**src/rtl/multicycle_ctrl_fsm_pkg.sv**
```systemverilog
// Shared encodings for the multi-cycle sequencer: states, trap causes, class bit order.
package ctrl_pkg;

  typedef enum logic [2:0] {
    ST_FETCH   = 3'd0,
    ST_DECODE  = 3'd1,
    ST_EXECUTE = 3'd2,
    ST_MEM     = 3'd3,
    ST_WB      = 3'd4,
    ST_BOOT    = 3'd6,
    ST_TRAP    = 3'd7
  } state_t;

  typedef enum logic [1:0] {
    CAUSE_NONE    = 2'b00,
    CAUSE_ILLEGAL = 2'b01,
    CAUSE_IMEM_TO = 2'b10,
    CAUSE_DMEM_TO = 2'b11
  } cause_t;

  localparam int CLASS_W    = 9;
  localparam int CLS_R      = 0;
  localparam int CLS_I      = 1;
  localparam int CLS_STORE  = 2;
  localparam int CLS_BRANCH = 3;
  localparam int CLS_LOAD   = 4;
  localparam int CLS_AUIPC  = 5;
  localparam int CLS_LUI    = 6;
  localparam int CLS_JAL    = 7;
  localparam int CLS_JALR   = 8;

  function automatic logic is_one_hot(input logic [CLASS_W-1:0] v);
    logic [3:0] n;
    n = 4'd0;
    for (int k = 0; k < CLASS_W; k++) begin
      n = n + {3'd0, v[k]};
    end
    return (n == 4'd1);
  endfunction

endpackage

```
**src/rtl/multicycle_ctrl_fsm_mem_timeout_cnt.sv**
```systemverilog
// Wait-cycle counter for a memory request; flags expiry when the limit is hit without ack.
module mem_timeout_cnt
  import ctrl_pkg::*;
#(
  parameter int TIMEOUT_CYC = 255
) (
  input  logic clk,
  input  logic rst,
  input  logic clear,
  input  logic enable,
  input  logic ack,
  output logic expired
);

  logic [15:0] count_r;

  // Count unacknowledged request cycles; cleared whenever the FSM changes state.
  always_ff @(posedge clk or posedge rst) begin
    if (rst) begin
      count_r <= 16'd0;
    end else if (clear) begin
      count_r <= 16'd0;
    end else if (enable && !ack) begin
      count_r <= count_r + 16'd1;
    end else begin
      count_r <= count_r;
    end
  end

  // An ack in the limit cycle suppresses expiry.
  assign expired = enable && !ack && (count_r == 16'(TIMEOUT_CYC - 1));

endmodule

```
**src/rtl/multicycle_ctrl_fsm.sv**
```systemverilog
// Multi-cycle RV32I sequencer: FETCH/DECODE/EXECUTE/MEM/WB with illegal-class and
// memory-timeout traps and a retired-instruction counter.
module multicycle_ctrl_fsm
  import ctrl_pkg::*;
#(
  parameter int TIMEOUT_CYC = 255,
  parameter int INSTRET_W   = 32
) (
  input  logic                 clk,
  input  logic                 rst,
  input  logic                 r_type,
  input  logic                 i_type,
  input  logic                 store,
  input  logic                 branch,
  input  logic                 load,
  input  logic                 auipc,
  input  logic                 lui,
  input  logic                 jal,
  input  logic                 jalr,
  input  logic                 imem_ack,
  input  logic                 dmem_ack,
  output logic                 imem_req,
  output logic                 ir_we,
  output logic                 dmem_req,
  output logic                 dmem_we,
  output logic                 rf_we,
  output logic                 pc_we,
  output logic [INSTRET_W-1:0] instret,
  output logic [2:0]           state_o,
  output logic                 trap,
  output logic [1:0]           trap_cause
);

  state_t                 state_r;
  state_t                 next_s;
  cause_t                 cause_r;
  cause_t                 trap_code_s;
  logic [CLASS_W-1:0]     class_r;
  logic [CLASS_W-1:0]     flags_s;
  logic [INSTRET_W-1:0]   instret_r;
  logic                   ack_s;
  logic                   expired_s;

  assign flags_s = {jalr, jal, lui, auipc, load, branch, store, i_type, r_type};
  assign ack_s   = (state_r == ST_FETCH) ? imem_ack : dmem_ack;

  mem_timeout_cnt #(
    .TIMEOUT_CYC(TIMEOUT_CYC)
  ) u_timeout (
    .clk     (clk),
    .rst     (rst),
    .clear   (next_s != state_r),
    .enable  (imem_req | dmem_req),
    .ack     (ack_s),
    .expired (expired_s)
  );

  // Next-state and per-phase enables; only ir_we and pc_we depend on ack.
  always_comb begin
    next_s      = state_r;
    trap_code_s = CAUSE_NONE;
    imem_req    = 1'b0;
    ir_we       = 1'b0;
    dmem_req    = 1'b0;
    dmem_we     = 1'b0;
    rf_we       = 1'b0;
    pc_we       = 1'b0;
    case (state_r)
      ST_BOOT: begin
        next_s = ST_FETCH;
      end
      ST_FETCH: begin
        imem_req = 1'b1;
        if (imem_ack) begin
          ir_we  = 1'b1;
          next_s = ST_DECODE;
        end else if (expired_s) begin
          next_s      = ST_TRAP;
          trap_code_s = CAUSE_IMEM_TO;
        end else begin
          next_s = ST_FETCH;
        end
      end
      ST_DECODE: begin
        if (is_one_hot(flags_s)) begin
          next_s = ST_EXECUTE;
        end else begin
          next_s      = ST_TRAP;
          trap_code_s = CAUSE_ILLEGAL;
        end
      end
      ST_EXECUTE: begin
        if (class_r[CLS_LOAD] || class_r[CLS_STORE]) begin
          next_s = ST_MEM;
        end else if (class_r[CLS_BRANCH]) begin
          pc_we  = 1'b1;
          next_s = ST_FETCH;
        end else begin
          next_s = ST_WB;
        end
      end
      ST_MEM: begin
        dmem_req = 1'b1;
        dmem_we  = class_r[CLS_STORE];
        if (dmem_ack) begin
          if (class_r[CLS_STORE]) begin
            pc_we  = 1'b1;
            next_s = ST_FETCH;
          end else begin
            next_s = ST_WB;
          end
        end else if (expired_s) begin
          next_s      = ST_TRAP;
          trap_code_s = CAUSE_DMEM_TO;
        end else begin
          next_s = ST_MEM;
        end
      end
      ST_WB: begin
        rf_we  = 1'b1;
        pc_we  = 1'b1;
        next_s = ST_FETCH;
      end
      ST_TRAP: begin
        next_s = ST_TRAP;
      end
      default: begin
        next_s      = ST_TRAP;
        trap_code_s = CAUSE_ILLEGAL;
      end
    endcase
  end

  // State, latched class, trap cause and retire counter.
  always_ff @(posedge clk or posedge rst) begin
    if (rst) begin
      state_r   <= ST_BOOT;
      class_r   <= '0;
      cause_r   <= CAUSE_NONE;
      instret_r <= '0;
    end else begin
      state_r   <= next_s;
      class_r   <= (state_r == ST_DECODE) ? flags_s : class_r;
      cause_r   <= (state_r != ST_TRAP && next_s == ST_TRAP) ? trap_code_s : cause_r;
      instret_r <= pc_we ? instret_r + {{(INSTRET_W-1){1'b0}}, 1'b1} : instret_r;
    end
  end

  assign instret    = instret_r;
  assign state_o    = state_r;
  assign trap       = (state_r == ST_TRAP);
  assign trap_cause = cause_r;

endmodule
```
**config.mk**
```make
export PLATFORM = sky130hd
export DESIGN_NAME = multicycle_ctrl_fsm
export DESIGN_NICKNAME = d
export VERILOG_FILES = /design/src/rtl/multicycle_ctrl_fsm_pkg.sv /design/src/rtl/multicycle_ctrl_fsm_mem_timeout_cnt.sv /design/src/rtl/multicycle_ctrl_fsm.sv
export SDC_FILE = /design/constraint.sdc
export NUM_CORES = 1
export LEC_CHECK = 0
export CORE_MARGIN = 10
export CORE_UTILIZATION = 40
export DETAILED_ROUTE_END_ITERATION = 7
export PLACE_DENSITY = 0.61
export SYNTH_ARGS = -nofsm -noshare
export SYNTH_HDL_FRONTEND = slang
export SYNTH_SLANG_ARGS = --single-unit
```
**constraint.sdc**
```tcl
create_clock -name clk -period 5.1 [get_ports clk]
set_clock_uncertainty 0.2 [all_clocks]
set_input_delay 0.765 -clock clk [delete_from_list [all_inputs] [get_ports clk]]
set_output_delay 0.765 -clock clk [all_outputs]
set_load 0.005 [all_outputs]
```
==> results.json, run 1 <==
{
  "status": "complete, no violations",
  "final_hold_viol_count": 0,
  "htree_levels": 2,
  "hold_path.class": "reg2reg",
  "synth-seq-area-share_pct": 45.91,
  "clk_path_buf_depth": 2,
  "layout_common_cells": "clkdlybuf4s50_1, dfrtp_1, nor2_1, xnor2_1, inv_1",
  "layout_setup_ws_ps": 567.3,
  "synth-compound-area-share_pct": 5.033,
  "antenna_found_initial": 0,
  "pre_cts_ws_ps": 237.2,
  "num_rows": 31,
  "ant_nets": 0,
  "p_per_area_nw_per_um2": 356.3,
  "cap_viol_max_count": 0,
  "routed_wl_um": 6698,
  "first_global_vias": 2272,
  "final_nets": 391,
  "relSlewSlack_pct": 46.98,
  "ios": 57,
  "post-dp-hpwl_um": 5071,
  "yosys_register_bits": 56,
  "grt_pass1_wl_um": 11340,
  "arrival_ps": 4530,
  "clock_sinks": 56,
  "worst_slew_pin_slew_ps": 775.2,
  "grt_max_degree": 30,
  "numPortBuffers": 56,
  "dr.pass1.iters": 4,
  "cts_resized": 0,
  "synth_edf_count": 0,
  "synth_xor_area_share_pct": 13.18,
  "initial_core_util_pct": 41.71,
  "cts_hold_buf": 0,
  "ys.flop_type": "dfrtp_1",
  "cp-start-kind": "primary input",
  "drcViolationCount": 0,
  "rsz0062_at_grt": "false",
  "routedWlPerCell_um": 14.31,
  "synth_cells": 311,
  "period_minus_slack_ps": 4533,
  "setup_viol": 0,
  "vias": 2353,
  "slew_viol_final": 0,
  "synthToLayoutAreaGrowth_pct": 25.20,
  "synth_adder_area_share_pct": 5.319,
  "ir_worst_vdd_uv": 145.8,
  "dieArea_um2": 11540,
  "ys_types": 46,
  "yosys_warnings": 0,
  "synthesis.area_um2": 3058,
  "viasPerCell": 5.028,
  "cts_root_buf": "clkbuf_8",
  "grt_use_total_pct": 11.81,
  "synth_nets": 334,
  "min_period_over_period_pct": 88.88,
  "synth_area_per_cell_um2": 9.833,
  "path_class": "in2reg",
  "dpl_cell_area_um2": 3721,
  "synthSimpleGateAreaFrac_pct": 24.96,
  "antenna_cells": 0,
  "overflow": 0,
  "muxShareOfSynthArea_pct": 1.105,
  "clkTransAtPathRegs_ps": 100,
  "p_leak_nw": 1.654,
  "required_ps": 5090,
  "gp_congestion": 0.7581,
  "end_kind": "flop",
  "clk_latency_ps": 310,
  "final_common_cell": "clkdlybuf4s50_1",
  "cts_setup_buffers": 0,
  "cts_buffers": 5,
  "fin_area_um2": 3829,
  "coreArea_um2": 7331,
  "async_reset_ff_share_pct": 100.0,
  "cts_tree": "done",
  "setup_total_negative_slack_ps": 0,
  "die_h_um": 107.4,
  "fillers": 691,
  "drive_above_1_share_pct": 5.962,
  "max_freq_mhz": 220.6,
  "path_max_fanout": 3,
  "synth_top_family_by_area": "simple AND/OR/NAND/NOR gates",
  "initialDrtViolationCount": 88,
  "whs_ps": 282.1,
  "die_w_um": 107.4
}
-- cells by family (layout without fill, tap and decap cells) --
group,Yosys count,count (layout)
AND/OR/NAND/NOR,141,141
AO/OA/AOI/OAI,20,20
multiplexers,3,3
buffers and inverters,35,93
XOR/XNOR,46,46
flip-flops,56,56
adder cells (fa/ha/maj),10,10
-- final cells by class --
| cell class | instances | area, µm² | share of cell area, % |
|---|---|---|---|
| flip-flops and latches | 56 | 1404 | 36.67 |
| repair buffers | 58 | 575.6 | 15.03 |
| inverters | 27 | 101.3 | 2.647 |
| clock inverters | 2 | 35.03 | 0.9150 |
| multi-input cells | 220 | 1516 | 39.61 |
| clock buffers | 6 | 72.57 | 1.895 |
| well taps | 99 | 123.9 | 3.235 |
-- cells in the mapped netlist, drive strengths merged (2+ instances only) --
cell    count  share of area (%)
nand3      20                3.3
a31oi       2               0.41
or3         2               0.41
or4         2               0.49
xor2       19                5.4
nor2b       2               0.41
buf         5               0.82
dfstp       2                1.7
nand2b      3               0.61
nand4       9                1.8
fa          5                3.3
xnor2      27                7.7
dfrtp      54                 44
a21oi       2               0.33
and3        5                1.0
mux2        3                1.1
clkbuf      3               0.37
nor2       34                4.2
nor4        6                1.9
a211oi      2               0.49
and4        5                1.4
nand2      23                2.8
ha          5                2.0
o211ai      4                1.1
o21ai       3               0.49
and2        5                1.0
nor3b       4                1.1
inv        27                3.3
nor3       15                2.5
-- power breakdown --
group	switching, mW	leakage [nW]	internal (mW)
sequential	0.0993	0.734	0.504
clock	0.142	0.0552	0.146
combinational	0.227	0.865	0.247
-- flip-flops by register name (all words and copies together), names as in the netlist --
signal and cells:
class_r 3, trap_cause 2, u_timeout.count_r 16, instret 32, state_o 3
-- path summary, 6_finish.rpt --
kind	from	end	slack [ps]	cells after the start
max	r_type	trap_cause[1]$_DFFE_PP0P_	570	12
min	instret[31]$_DFFE_PP0P_	instret[31]$_DFFE_PP0P_	280	1
max reg2reg	state_o[1]$_DFF_PP1_	trap_cause[0]$_DFFE_PP0P_	2480	6
min reg2reg	instret[31]$_DFFE_PP0P_	instret[31]$_DFFE_PP0P_	280	1
max in group asynchronous	rst	u_timeout.count_r[11]$_DFFE_PP0P_	3260	3
min in group asynchronous	rst	instret[27]$_DFFE_PP0P_	650	2
-- metal layers --
| metal | GRT usage, % | up-vias | part of all wire [%] |
|---|---|---|---|
| met5 | 0 | - | 0 |
| met4 | 4.008 | 0 | 1.3 |
| met3 | 2.874 | 6 | 5.5 |
| met2 | 17.93 | 49 | 46 |
| met1 | 16.04 | 1126 | 47 |
| li1 | - | 1172 | - |
-- critical path, cell delays in order --
cell	delay, ps
clkdlybuf4s50_1	450
inv_1	50
fa_1	560
fa_1	460
fa_1	470
fa_1	410
fa_1	450
nor4b_1	150
and3_1	150
o31a_1	290
o21ai_0	210
nand3_1	110
-- per-stage QoR --
step | total power [mW] | util (%) | std cells
3_5_place_dp | 1.097 | 50.76 | 460
6_report | 1.364 | 52.23 | 468
3_3_place_gp | 1.089 | 50.76 | 460
2_1_floorplan | 0.8772 | - | 311
4_1_cts | 1.390 | 52.23 | 468
5_1_grt | 1.466 | 52.23 | 468
Note: power is estimated with default switching activity, not from simulation.
==> run 2: changes to the inputs <==
REMOVE_ABC_BUFFERS = 1   (was not set)
clock period = 4.8 ns   (was 5.1 ns; I/O delays follow)
==> run 2 against run 1 <==
Net effect: first-iteration DRC count decreased by 6.8%; cell count increased by 0.21%; largest power group unchanged; count of clock-buffer cells in the layout decreased by 1; largest cell class unchanged; clock power decreased by 9.0%; non-clock buffer count increased by 1; global-route usage increased by 0.37 points.
==> results.json, run 2 (synthesized netlist as in run 1, its figures left out) <==
{
  "vias": 2358,
  "max_freq_mhz": 226.2,
  "r2r_start": "state_o[2]$_DFF_PP1_",
  "cp_cell_sequence": "clkdlybuf4s50_1 > inv_1 > fa_1 > fa_1 > fa_1 > fa_1 > fa_1 > nor4b_1 > and3_1 > o31a_1 > o221ai_1 > o311a_1",
  "critPathLaunch": "r_type",
  "clk_path_buf_depth": 2,
  "final_cells": 469,
  "dp_cells": 461,
  "period_minus_slack_ps": 4421,
  "first_global_vias": 2416,
  "clock_sinks": 56,
  "cts_root_buf": "clkbuf_8",
  "overflow": 0,
  "final_common_cell": "clkdlybuf4s50_1",
  "grt_use_total_pct": 12.19,
  "drive_above_1_share_pct": 6.486,
  "ios": 57,
  "path_max_fanout": 3,
  "rsz0062_at_grt": "false",
  "min_period_over_period_pct": 92.10,
  "end_kind": "flop",
  "post-dp-hpwl_um": 5117,
  "cp-start-kind": "primary input",
  "critPathMaxStageDelay_ps": 540,
  "hp-start": "instret[31]$_DFFE_PP0P_",
  "ant_nets": 0,
  "setup_total_negative_slack_ps": 0,
  "fillers": 701,
  "required_ps": 4860,
  "hold_path.class": "reg2reg",
  "clk_latency_ps": 310,
  "seqCellArea_um2": 1404,
  "routedWlPerCell_um": 14.63,
  "cts_setup_buffers": 0,
  "initial_core_util_pct": 41.71,
  "layout_setup_ws_ps": 379.1,
  "cts_tree": "done",
  "grt_max_degree": 31,
  "worst_slew_pin_slew_ps": 981.8,
  "grt_pass1_wl_um": 11760,
  "cap_viol_max_count": 0,
  "slew_viol_final": 0,
  "path_class": "in2reg",
  "initialDrtViolationCount": 82,
  "critPathBufInv": 2,
  "multiInputGateArea_um2": 1516,
  "ir_worst_vdd_uv": 245.0,
  "crit_path_top_delay_cell": "fa_1",
  "numPortBuffers": 56,
  "gp_congestion": 0.8129,
  "cts_buffers": 5,
  "relSlewSlack_pct": 32.85,
  "critical_path.top_delay_family": "adder cells",
  "clkTransAtPathRegs_ps": 100,
  "p_per_area_nw_per_um2": 371.8,
  "cts_resized": 0,
  "viasPerCell": 5.028,
  "drcViolationCount": 0,
  "htree_levels": 2,
  "coreArea_um2": 7331,
  "setup_viol": 0,
  "dieArea_um2": 11540,
  "pre_cts_ws_ps": 49.36,
  "num_rows": 31,
  "status": "complete, no violations",
  "p_leak_nw": 1.652,
  "layout_common_cells": "clkdlybuf4s50_1, dfrtp_1, nor2_1, xnor2_1, inv_1",
  "cts_hold_buf": 0,
  "routed_wl_um": 6863,
  "final_nets": 392,
  "crit_top_cell": "fa_1",
  "synthToLayoutAreaGrowth_pct": 24.80,
  "die_h_um": 107.4,
  "antenna_found_initial": 0,
  "final_hold_viol_count": 0,
  "antenna_cells": 0,
  "die_w_um": 107.4,
  "arrival_ps": 4480,
  "largest_reg_flops": 32,
  "dr.pass1.iters": 4
}
==> run 2: power breakdown <==
part | total, mW | switching [mW] | internal, mW
logic | 0.513 | 0.247 | 0.267
clock network | 0.262 | 0.159 | 0.102
registers | 0.644 | 0.109 | 0.535
total | 1.42 | 0.515 | 0.904
==> run 2: worst paths after layout <==
| kind | to | slack (ps) | cells past startpoint |
|---|---|---|---|
| setup / recovery | trap_cause[0]$_DFFE_PP0P_ | 380 | 12 |
| hold / removal | instret[31]$_DFFE_PP0P_ | 270 | 1 |
| setup reg to reg | instret[19]$_DFFE_PP0P_ | 2240 | 6 |
| hold reg to reg | instret[31]$_DFFE_PP0P_ | 270 | 1 |
| max in group asynchronous | state_o[1]$_DFF_PP1_ | 3000 | 3 |
| min in group asynchronous | instret[30]$_DFFE_PP0P_ | 570 | 2 |
==> run 2: per-layer routing <==
layer | routed length (µm) | vias up | global-route usage [%]
met1 | 3066 | 1145 | 15.09
met3 | 417 | 7 | 4.072
met2 | 3333 | 36 | 20.11
li1 | - | 1170 | -
met4 | 46 | 0 | 2.672
met5 | 0 | - | 0
==> run 2: metrics by stage <==
stage / utilization (%) / total power [mW] / cell area (µm²) / hold slack [ps]
floorplan: - / 0.9118 / 3022 / 264.7
global placement: 50.86 / 1.171 / 3729 / 259.7
detailed placement: 50.86 / 1.174 / 3729 / 261.7
CTS: 52.06 / 1.441 / 3816 / 275.9
global route: 52.06 / 1.528 / 3816 / 314.8
finish: 52.06 / 1.419 / 3816 / 268.4
==> run 2: final cells by class <==
| class | count | share of cell area, % |
|---|---|---|
| well taps | 99 | 3.246 |
| clock inverters | 3 | 0.4918 |
| inverters | 27 | 2.656 |
| repair buffers | 59 | 15.28 |
| clock buffers | 5 | 1.803 |
| flip-flops and latches | 56 | 36.79 |
| multi-input cells | 220 | 39.74 |
